`src/rtl/logic_reduce_pipe_if.sv`:
```
// Handshake bundle for logic_reduce_pipe: operand beat in, reduced bit out.
// The master side drives operands and out_ready; the slave side is the reduction pipe.
interface logic_reduce_pipe_if #(
    parameter int N_IN = 16
);
    logic            in_valid;
    logic            in_ready;
    logic [N_IN-1:0] in_data;
    logic [2:0]      in_op;
    logic            out_valid;
    logic            out_ready;
    logic            out_bit;
    logic            out_op_err;

    modport master (
        output in_valid, in_data, in_op, out_ready,
        input  in_ready, out_valid, out_bit, out_op_err
    );

    modport slave (
        input  in_valid, in_data, in_op, out_ready,
        output in_ready, out_valid, out_bit, out_op_err
    );
endinterface

```
`src/rtl/logic_reduce_pipe.sv`:
```
// Pipelined N-input AND/OR/XOR (and inverted) reduction tree with valid/ready
// flow control and saturating result statistics.
module logic_reduce_pipe #(
    parameter int N_IN  = 16,
    parameter int RADIX = 4,
    parameter int CNT_W = 16
) (
    input  logic             clk,
    input  logic             rst,
    logic_reduce_pipe_if.slave bus,
    input  logic             stat_clr,
    output logic [CNT_W-1:0] ones_cnt,
    output logic [CNT_W-1:0] total_cnt
);

    typedef enum logic [1:0] {
        BASE_AND = 2'd0,
        BASE_OR  = 2'd1,
        BASE_XOR = 2'd2
    } baseOpE;

    function automatic int stageWidth(input int k);
        int w;
        w = N_IN;
        for (int s = 0; s < k; s++) begin
            w = (w + RADIX - 1) / RADIX;
        end
        return w;
    endfunction

    function automatic int numStages();
        int w;
        int n;
        w = N_IN;
        n = 0;
        for (int s = 0; s < 32; s++) begin
            if (w > 1) begin
                w = (w + RADIX - 1) / RADIX;
                n++;
            end
        end
        return n;
    endfunction

    localparam int L        = numStages();
    localparam int MID      = (L > 1) ? L - 1 : 1;
    localparam int LAST_MID = (L > 1) ? L - 2 : 0;

    function automatic baseOpE baseOf(input logic [2:0] op);
        case (op)
            3'd1, 3'd4: baseOf = BASE_OR;
            3'd2, 3'd5: baseOf = BASE_XOR;
            default:    baseOf = BASE_AND;
        endcase
    endfunction

    // One tree level: group j folds inputs j*RADIX .. j*RADIX+RADIX-1, with
    // positions beyond the live width w contributing the op's identity value.
    function automatic logic [N_IN-1:0] reduceLevel(input logic [N_IN-1:0] v,
                                                    input int w,
                                                    input baseOpE base);
        logic [N_IN-1:0] res;
        logic [N_IN-1:0] sh;
        logic            acc;
        res = '0;
        for (int j = 0; j < N_IN; j++) begin
            acc = (base == BASE_AND);
            for (int i = 0; i < RADIX; i++) begin
                if (j * RADIX + i < w) begin
                    sh = v >> (j * RADIX + i);
                    case (base)
                        BASE_AND: acc = acc & sh[0];
                        BASE_OR:  acc = acc | sh[0];
                        default:  acc = acc ^ sh[0];
                    endcase
                end
            end
            res[j] = acc;
        end
        return res;
    endfunction

    logic [N_IN-1:0] midData_q [MID];
    logic [N_IN-1:0] midData_d [MID];
    logic [2:0]      midOp_q   [MID];
    logic            midValid_q [MID];
    logic            outValid_q;
    logic            outBit_q;
    logic            outErr_q;
    logic            finalBit_d;
    logic            finalErr_d;
    logic [CNT_W-1:0] onesCnt_q;
    logic [CNT_W-1:0] totalCnt_q;
    logic [N_IN-1:0] src;
    logic [2:0]      srcOp;
    logic [N_IN-1:0] lvl;
    logic            adv;
    logic            outXfer;

    assign adv     = !(outValid_q && !bus.out_ready);
    assign outXfer = outValid_q && bus.out_ready;

    // Stage s reduces stage s-1; inversion and illegal-op forcing happen only
    // when producing the final registered bit.
    always_comb begin
        for (int k = 0; k < MID; k++) begin
            midData_d[k] = '0;
        end
        finalBit_d = 1'b0;
        finalErr_d = 1'b0;
        src        = '0;
        srcOp      = '0;
        lvl        = '0;
        for (int s = 1; s <= L; s++) begin
            if (s == 1) begin
                src   = bus.in_data;
                srcOp = bus.in_op;
            end else begin
                src   = midData_q[(s >= 2) ? s - 2 : 0];
                srcOp = midOp_q[(s >= 2) ? s - 2 : 0];
            end
            lvl = reduceLevel(src, stageWidth(s - 1), baseOf(srcOp));
            if (s < L) begin
                midData_d[(s < L) ? s - 1 : 0] = lvl;
            end else begin
                finalBit_d = lvl[0];
                if (srcOp inside {3'd3, 3'd4, 3'd5}) begin
                    finalBit_d = ~lvl[0];
                end
                if (srcOp[2:1] == 2'b11) begin
                    finalBit_d = 1'b0;
                    finalErr_d = 1'b1;
                end
            end
        end
    end

    always_ff @(posedge clk) begin
        if (rst) begin
            for (int k = 0; k < MID; k++) begin
                midValid_q[k] <= 1'b0;
            end
            outValid_q <= 1'b0;
            outBit_q   <= 1'b0;
            outErr_q   <= 1'b0;
            onesCnt_q  <= '0;
            totalCnt_q <= '0;
        end else begin
            if (adv) begin
                midValid_q[0] <= bus.in_valid;
                midData_q[0]  <= midData_d[0];
                midOp_q[0]    <= bus.in_op;
                for (int k = 1; k < MID; k++) begin
                    midValid_q[k] <= midValid_q[k-1];
                    midData_q[k]  <= midData_d[k];
                    midOp_q[k]    <= midOp_q[k-1];
                end
                outValid_q <= (L == 1) ? bus.in_valid : midValid_q[LAST_MID];
                outBit_q   <= finalBit_d;
                outErr_q   <= finalErr_d;
            end
            // Clear beats a same-cycle increment; both counters stick at all-ones.
            if (stat_clr) begin
                onesCnt_q  <= '0;
                totalCnt_q <= '0;
            end else if (outXfer) begin
                if (totalCnt_q != {CNT_W{1'b1}}) begin
                    totalCnt_q <= totalCnt_q + 1'b1;
                end
                if (outBit_q && (onesCnt_q != {CNT_W{1'b1}})) begin
                    onesCnt_q <= onesCnt_q + 1'b1;
                end
            end
        end
    end

    assign bus.in_ready   = adv;
    assign bus.out_valid  = outValid_q;
    assign bus.out_bit    = outBit_q;
    assign bus.out_op_err = outErr_q;
    assign ones_cnt       = onesCnt_q;
    assign total_cnt      = totalCnt_q;

endmodule

```
`src/flat_wrapper.sv`:
```
// flat-port wrapper written by rule: the top's interface ports become plain ports
module logic_reduce_pipe_flat 
#(
    parameter int N_IN  = 16,
    parameter int RADIX = 4,
    parameter int CNT_W = 16
)
  (clk, rst, stat_clr, ones_cnt, total_cnt, bus_in_valid, bus_in_data, bus_in_op, bus_out_ready, bus_in_ready, bus_out_valid, bus_out_bit, bus_out_op_err);
  logic_reduce_pipe_if #(.N_IN(N_IN)) bus_i ();
  input  logic clk;
  input  logic rst;
  input  logic stat_clr;
  output logic [CNT_W-1:0] ones_cnt;
  output logic [CNT_W-1:0] total_cnt;
  input wire logic [$bits(bus_i.in_valid)-1:0] bus_in_valid;
  input wire logic [$bits(bus_i.in_data)-1:0] bus_in_data;
  input wire logic [$bits(bus_i.in_op)-1:0] bus_in_op;
  input wire logic [$bits(bus_i.out_ready)-1:0] bus_out_ready;
  output wire logic [$bits(bus_i.in_ready)-1:0] bus_in_ready;
  output wire logic [$bits(bus_i.out_valid)-1:0] bus_out_valid;
  output wire logic [$bits(bus_i.out_bit)-1:0] bus_out_bit;
  output wire logic [$bits(bus_i.out_op_err)-1:0] bus_out_op_err;
  assign bus_i.in_valid = bus_in_valid;
  assign bus_i.in_data = bus_in_data;
  assign bus_i.in_op = bus_in_op;
  assign bus_i.out_ready = bus_out_ready;
  assign bus_in_ready = bus_i.in_ready;
  assign bus_out_valid = bus_i.out_valid;
  assign bus_out_bit = bus_i.out_bit;
  assign bus_out_op_err = bus_i.out_op_err;
  logic_reduce_pipe #(.N_IN(N_IN), .RADIX(RADIX), .CNT_W(CNT_W)) u_core (.clk(clk), .rst(rst), .bus(bus_i), .stat_clr(stat_clr), .ones_cnt(ones_cnt), .total_cnt(total_cnt));
endmodule
```
`config.mk`:
```
export PLATFORM = sky130hd
export DESIGN_NAME = logic_reduce_pipe_flat
export DESIGN_NICKNAME = d
export VERILOG_FILES = /design/src/rtl/logic_reduce_pipe_if.sv /design/src/rtl/logic_reduce_pipe.sv /design/src/flat_wrapper.sv
export SDC_FILE = /design/constraint.sdc
export NUM_CORES = 1
export LEC_CHECK = 0
export BUFFER_PORTS_ARGS = -buffer_cell sky130_fd_sc_hd__buf_2
export CORE_MARGIN = 2
export CORE_UTILIZATION = 55
export CTS_BUF_LIST = sky130_fd_sc_hd__clkbuf_16
export DETAILED_ROUTE_END_ITERATION = 8
export PLACE_DENSITY = 0.81
export SLEW_MARGIN = 10
export SYNTH_ARGS = -nofsm -noshare
export SYNTH_HDL_FRONTEND = slang
export SYNTH_SLANG_ARGS = --single-unit
```
`constraint.sdc`:
```
create_clock -name clk -period 9.35 [get_ports clk]
set_input_delay 1.87 -clock clk [delete_from_list [all_inputs] [get_ports clk]]
set_output_delay 1.87 -clock clk [all_outputs]
set_load 0.01 [all_outputs]
```
==> results by stage <==
Routing:
- The routed metal-1 wire length is 2.80 mm.
- Once detail routing completed, the nets flagged for antenna violations numbered 0.
- Wires add up to 6.12 mm.
- The routed length per placed instance is 12.4 µm.
- The highest metal layer with signal wires is met4.
- The initial DRC count is 92.
- The number of vias per cell after detailed routing is 5.52.
- Across all layers, the routed design uses 2715 vias.
- After detailed routing, the number of remaining DRC violations is 0.
- The wire length on met3 is 234 µm.
- For this run, the detailed router's first-pass iteration total came to 4.
- The met2 wirelength from detailed routing is 3.01 mm.

Timing:
- The tightest hold path in the finished design has a slack of 0.450 ns.
- The setup-violating endpoint count in the final report is 0.
- The headroom to the max-slew limit is 0.601.
- The number of hold violations in the final report is 0.
- The worst path in the final design needs a cycle of 4.56 ns, including I/O delays and setup.
- The final total negative setup slack is 0 ns.
- The count of final max-slew check failures is 0.
- Setup repair after global routing left no endpoint under its margin.
- The transition time of the tightest slew-check pin is 0.598 ns.
- The maximum clock rate is 0.219 GHz.
- Across the routed clock network, the largest skew measured is 0.00621 ns.
- Of the available clock period, the critical path in the final layout requires 0.488.

Clock tree:
- The clock-pin transition on the worst setup and hold timing paths is 0.05 ns.
- The clock latency of the later-clocked register in the worst-skew pair is 0.28 ns.
- The total clock buffers created by CTS is 5.
- After clock tree synthesis, the flow added hold-fix buffers numbering 0.
- Counting every sink on the clock net gives 43.
- Post-CTS repair changed the size of 0 cells.
- The total number of H-tree levels is 2.
- The clock tree from TritonCTS is done.
- CTS placed an instance of clkbuf_16 at the clock tree root.
- The number of buffers on the longest clock path is 2.
- After clock tree synthesis, the setup repair step added 0 buffers.

Place:
- The estimated wirelength of the detail-placed design is 4.63 mm.
- Input and output buffers added on the ports amount to 59.
- At the end of routability-driven placement, the weighted congestion stood at 0.803.
- The placed cell area is 3340 µm².

Cells and area:
- The post-route cell area is 3480 µm².
- The number of diodes added for antenna fixing is 0.
- The area growth from synthesis to layout is 14.7%.
- Fill cells in the final layout number 503.
- The net count of the finished layout is 475.
- The fraction of final layout cells with drive strength greater than 1 is 0.207.

Worst setup path:
- The worst setup path is of the in -> reg kind.
- In this run the critical register-to-register path is launched from u_core.midOp_q[0][2]$_DFFE_PP_.
- The largest stage delay on the critical path is 0.43 ns.
- The master of the slowest instance on the critical path is xnor2_1.
- Setup slack on the worst reg-to-reg path comes out at 6.72 ns.
- The data required time of the critical path is 9.37 ns.
- STA classifies the critical path startpoint as an input pin.
- The arrival time reported for the critical path endpoint is 4.57 ns.
- The terminus of the critical flop-to-flop path is u_core.bus.out_bit$_SDFFE_PP0N_.
- The logic depth of the worst register-to-register path is 11.
- Traced cell by cell, the critical path runs through buf_2 > nor2_2 > xnor2_1 > o221a_2 > inv_1 > ha_1 > o221a_2 > inv_1 > ha_1 > nand2_1 > o21ai_0 > a211oi_1 > a21oi_1.
- Of all nets on the critical path, the largest fanout is 30.
- The nature of the critical path endpoint is a flop.

Worst hold path:
- Counting instances, the worst hold path has a depth of 2.
- The min-delay analysis places its worst path in the category reg -> reg.
- The critical hold path startpoint is u_core.bus.out_op_err$_SDFFE_PP0N_.
- For hold timing, the worst endpoint is u_core.bus.out_op_err$_SDFFE_PP0N_.

Power and ir drop:
- In this run the static leakage power is 1.52 nW.
- The share of total power dissipated in the clock network is 0.379.
- The power density over the cells is 126 nW/µm².
- Of the total power, registers draw 0.452.
- The overall power after layout is 437 µW.
- The internal power of the cells totals 324 µW.
- IR analysis of the VDD net gives a maximum drop of 0.0872 mV.
- The switching power is 113 µW.
- The part of the power in combinational logic is 0.169.
- Of the total power, the share spent switching nets is 0.259.

Global routing:
- The first global-routing pass estimated 10.4 mm of wire.
- The sum of overflow across all layers after global routing is 0.
- The number of global-route vias before repair is 2473.
- The initial antenna violation count is 0.
- Entering global routing, the biggest net connects 31 pins.
- For this run, the total global-route usage over all layers was measured as 0.205.

Logic synthesis:
- The sequential cell area fraction in the yosys report is 0.310.
- The total of warnings raised by yosys is 0.
- The cell accounting for the most synthesized area is dfxtp_1.
- Counting instances in the post-synthesis netlist gives the leading cell types as 40 x nor2_1, 35 x dfxtp_1, 35 x inv_1.
- Sorting the synthesized cells by area gives the leading types as dfxtp_1 23%, ha_1 13%, edfxtp_1 7.9%.
- The mean instance size in the synthesized netlist is 8.27 µm².
- In this run, synthesis inferred 8 flip-flops with an integrated enable.
- The post-synth net total is 423.
- The cell count after synthesis is 367.
- The netlist uses 45 different library cells.
- The most used flip-flop cell after synthesis is dfxtp_1.
- The share of flip-flops with an asynchronous set or reset is 0.
- The share of synthesized area in the top cell type comes to 0.231.
- By instance count, the leading cell after synthesis is nor2_1.
- Counting flops and latches in the post-synthesis netlist gives 43.
- The post-synth design cell area is 3040 µm².

Die:
- The number of standard-cell rows in the floorplan is 27.
- The area of the core is 5410 µm².
- The starting utilization of the core area is 0.562.
- The die covers 6130 µm².
- The vertical die dimension is 78.3 µm.
- The die is 78.3 µm wide.
- The I/O pin count is 60.

Outcome:
- The run finished with clean final reports.

Run:
- Max-cap violations in this run came to 0.
==> metrics by stage <==
step                utilization  setup WS, ns  cells
detailed placement        0.619          4.53    484
global placement          0.619          4.58    484
global route              0.644          4.49    492
floorplan                     -          4.87    367
finish                    0.644          4.79    492
CTS                       0.644          4.81    492
==> cell type report <==
type,instances,area (µm²),area share
multi-input cells,275,1890,0.542
flip-flops and latches,43,941,0.270
repair buffers,59,295,0.0848
inverters,35,131,0.0377
clock buffers,5,125,0.0359
well taps,72,90.1,0.0259
clock inverters,3,13.8,0.00395
==> cells in the final DEF, fill, tap and decap left out, types with 2 or more instances in the layout <==
master,n
buf_2,59
nor2_1,40
inv_1,35
dfxtp_1,35
nand2_1,34
ha_1,32
nand3_1,24
o21ai_0,15
xor2_1,15
xnor2_1,10
o211ai_1,9
a21oi_1,8
o221a_2,8
a211oi_1,8
nand4_1,8
edfxtp_1,8
nor2b_1,6
mux2i_1,5
or3_1,5
nor3_1,5
nor4_1,5
clkbuf_16,5
and4_1,4
or4_1,4
o31ai_1,3
and3_1,3
nor4b_1,3
a21oi_2,3
and2_1,2
nand4_2,2
o21ai_2,2
clkinv_1,2
==> registers in the layout, indices dropped and copies added (netlist names) <==
register               flops
u_core.midValid_q          1
u_core.midOp_q             3
u_core.bus.out_op_err      1
u_core.total_cnt          16
u_core.midData_q           4
u_core.bus.out_valid       1
u_core.bus.out_bit         1
u_core.ones_cnt           16
==> cell families after synthesis <==
kind of cell | Yosys count | share of synthesized area
and+or+nand+nor | 154 | 0.261
adders and majority gates | 32 | 0.132
muxes | 5 | 0.0165
DFF | 43 | 0.310
xor gates and xnor gates | 25 | 0.0721
AOI/OAI and AO/OA | 59 | 0.139
buffers and inverters | 49 | 0.0692
==> power groups by stage <==
stage | Sequential [mW] | Clock [mW] | Combinational, mW
after floorplan | 0.201 | 0 | 0.0566
after CTS | 0.198 | 0.169 | 0.0748
after global routing | 0.199 | 0.175 | 0.0861
final | 0.198 | 0.166 | 0.0740
after global placement | 0.202 | 0 | 0.0701
after detailed placement | 0.202 | 0 | 0.0743
==> critical path: cells and delay by family <==
kind                     cells  cell delay, ns
adder cells (fa/ha/maj)      2            0.51
AO/OA/AOI/OAI                5            1.01
AND/OR/NAND/NOR              2            0.27
XOR/XNOR                     1            0.43
buffers and inverters        3            0.50
==> worst max-delay path by stage <==
stage                                                   to  depth (start not counted)          from
final                     u_core.midData_q[0][3]$_DFFE_PP_                         13  bus_in_op[2]
after global routing      u_core.midData_q[0][2]$_DFFE_PP_                         16  bus_in_op[2]
after CTS                 u_core.midData_q[0][3]$_DFFE_PP_                         13  bus_in_op[2]
after detailed placement  u_core.midData_q[0][3]$_DFFE_PP_                         13  bus_in_op[2]
after global placement    u_core.midData_q[0][1]$_DFFE_PP_                         12  bus_in_op[2]
after floorplan           u_core.midData_q[0][2]$_DFFE_PP_                         16  bus_in_op[0]
==> layer usage <==
metal	up-vias	track usage
met3	6	0.0368
met4	0	0.0807
met5	-	0
met2	54	0.361
met1	1255	0.246
li1	1400	-
No activity file was read; power rests on OpenSTA's default activity.
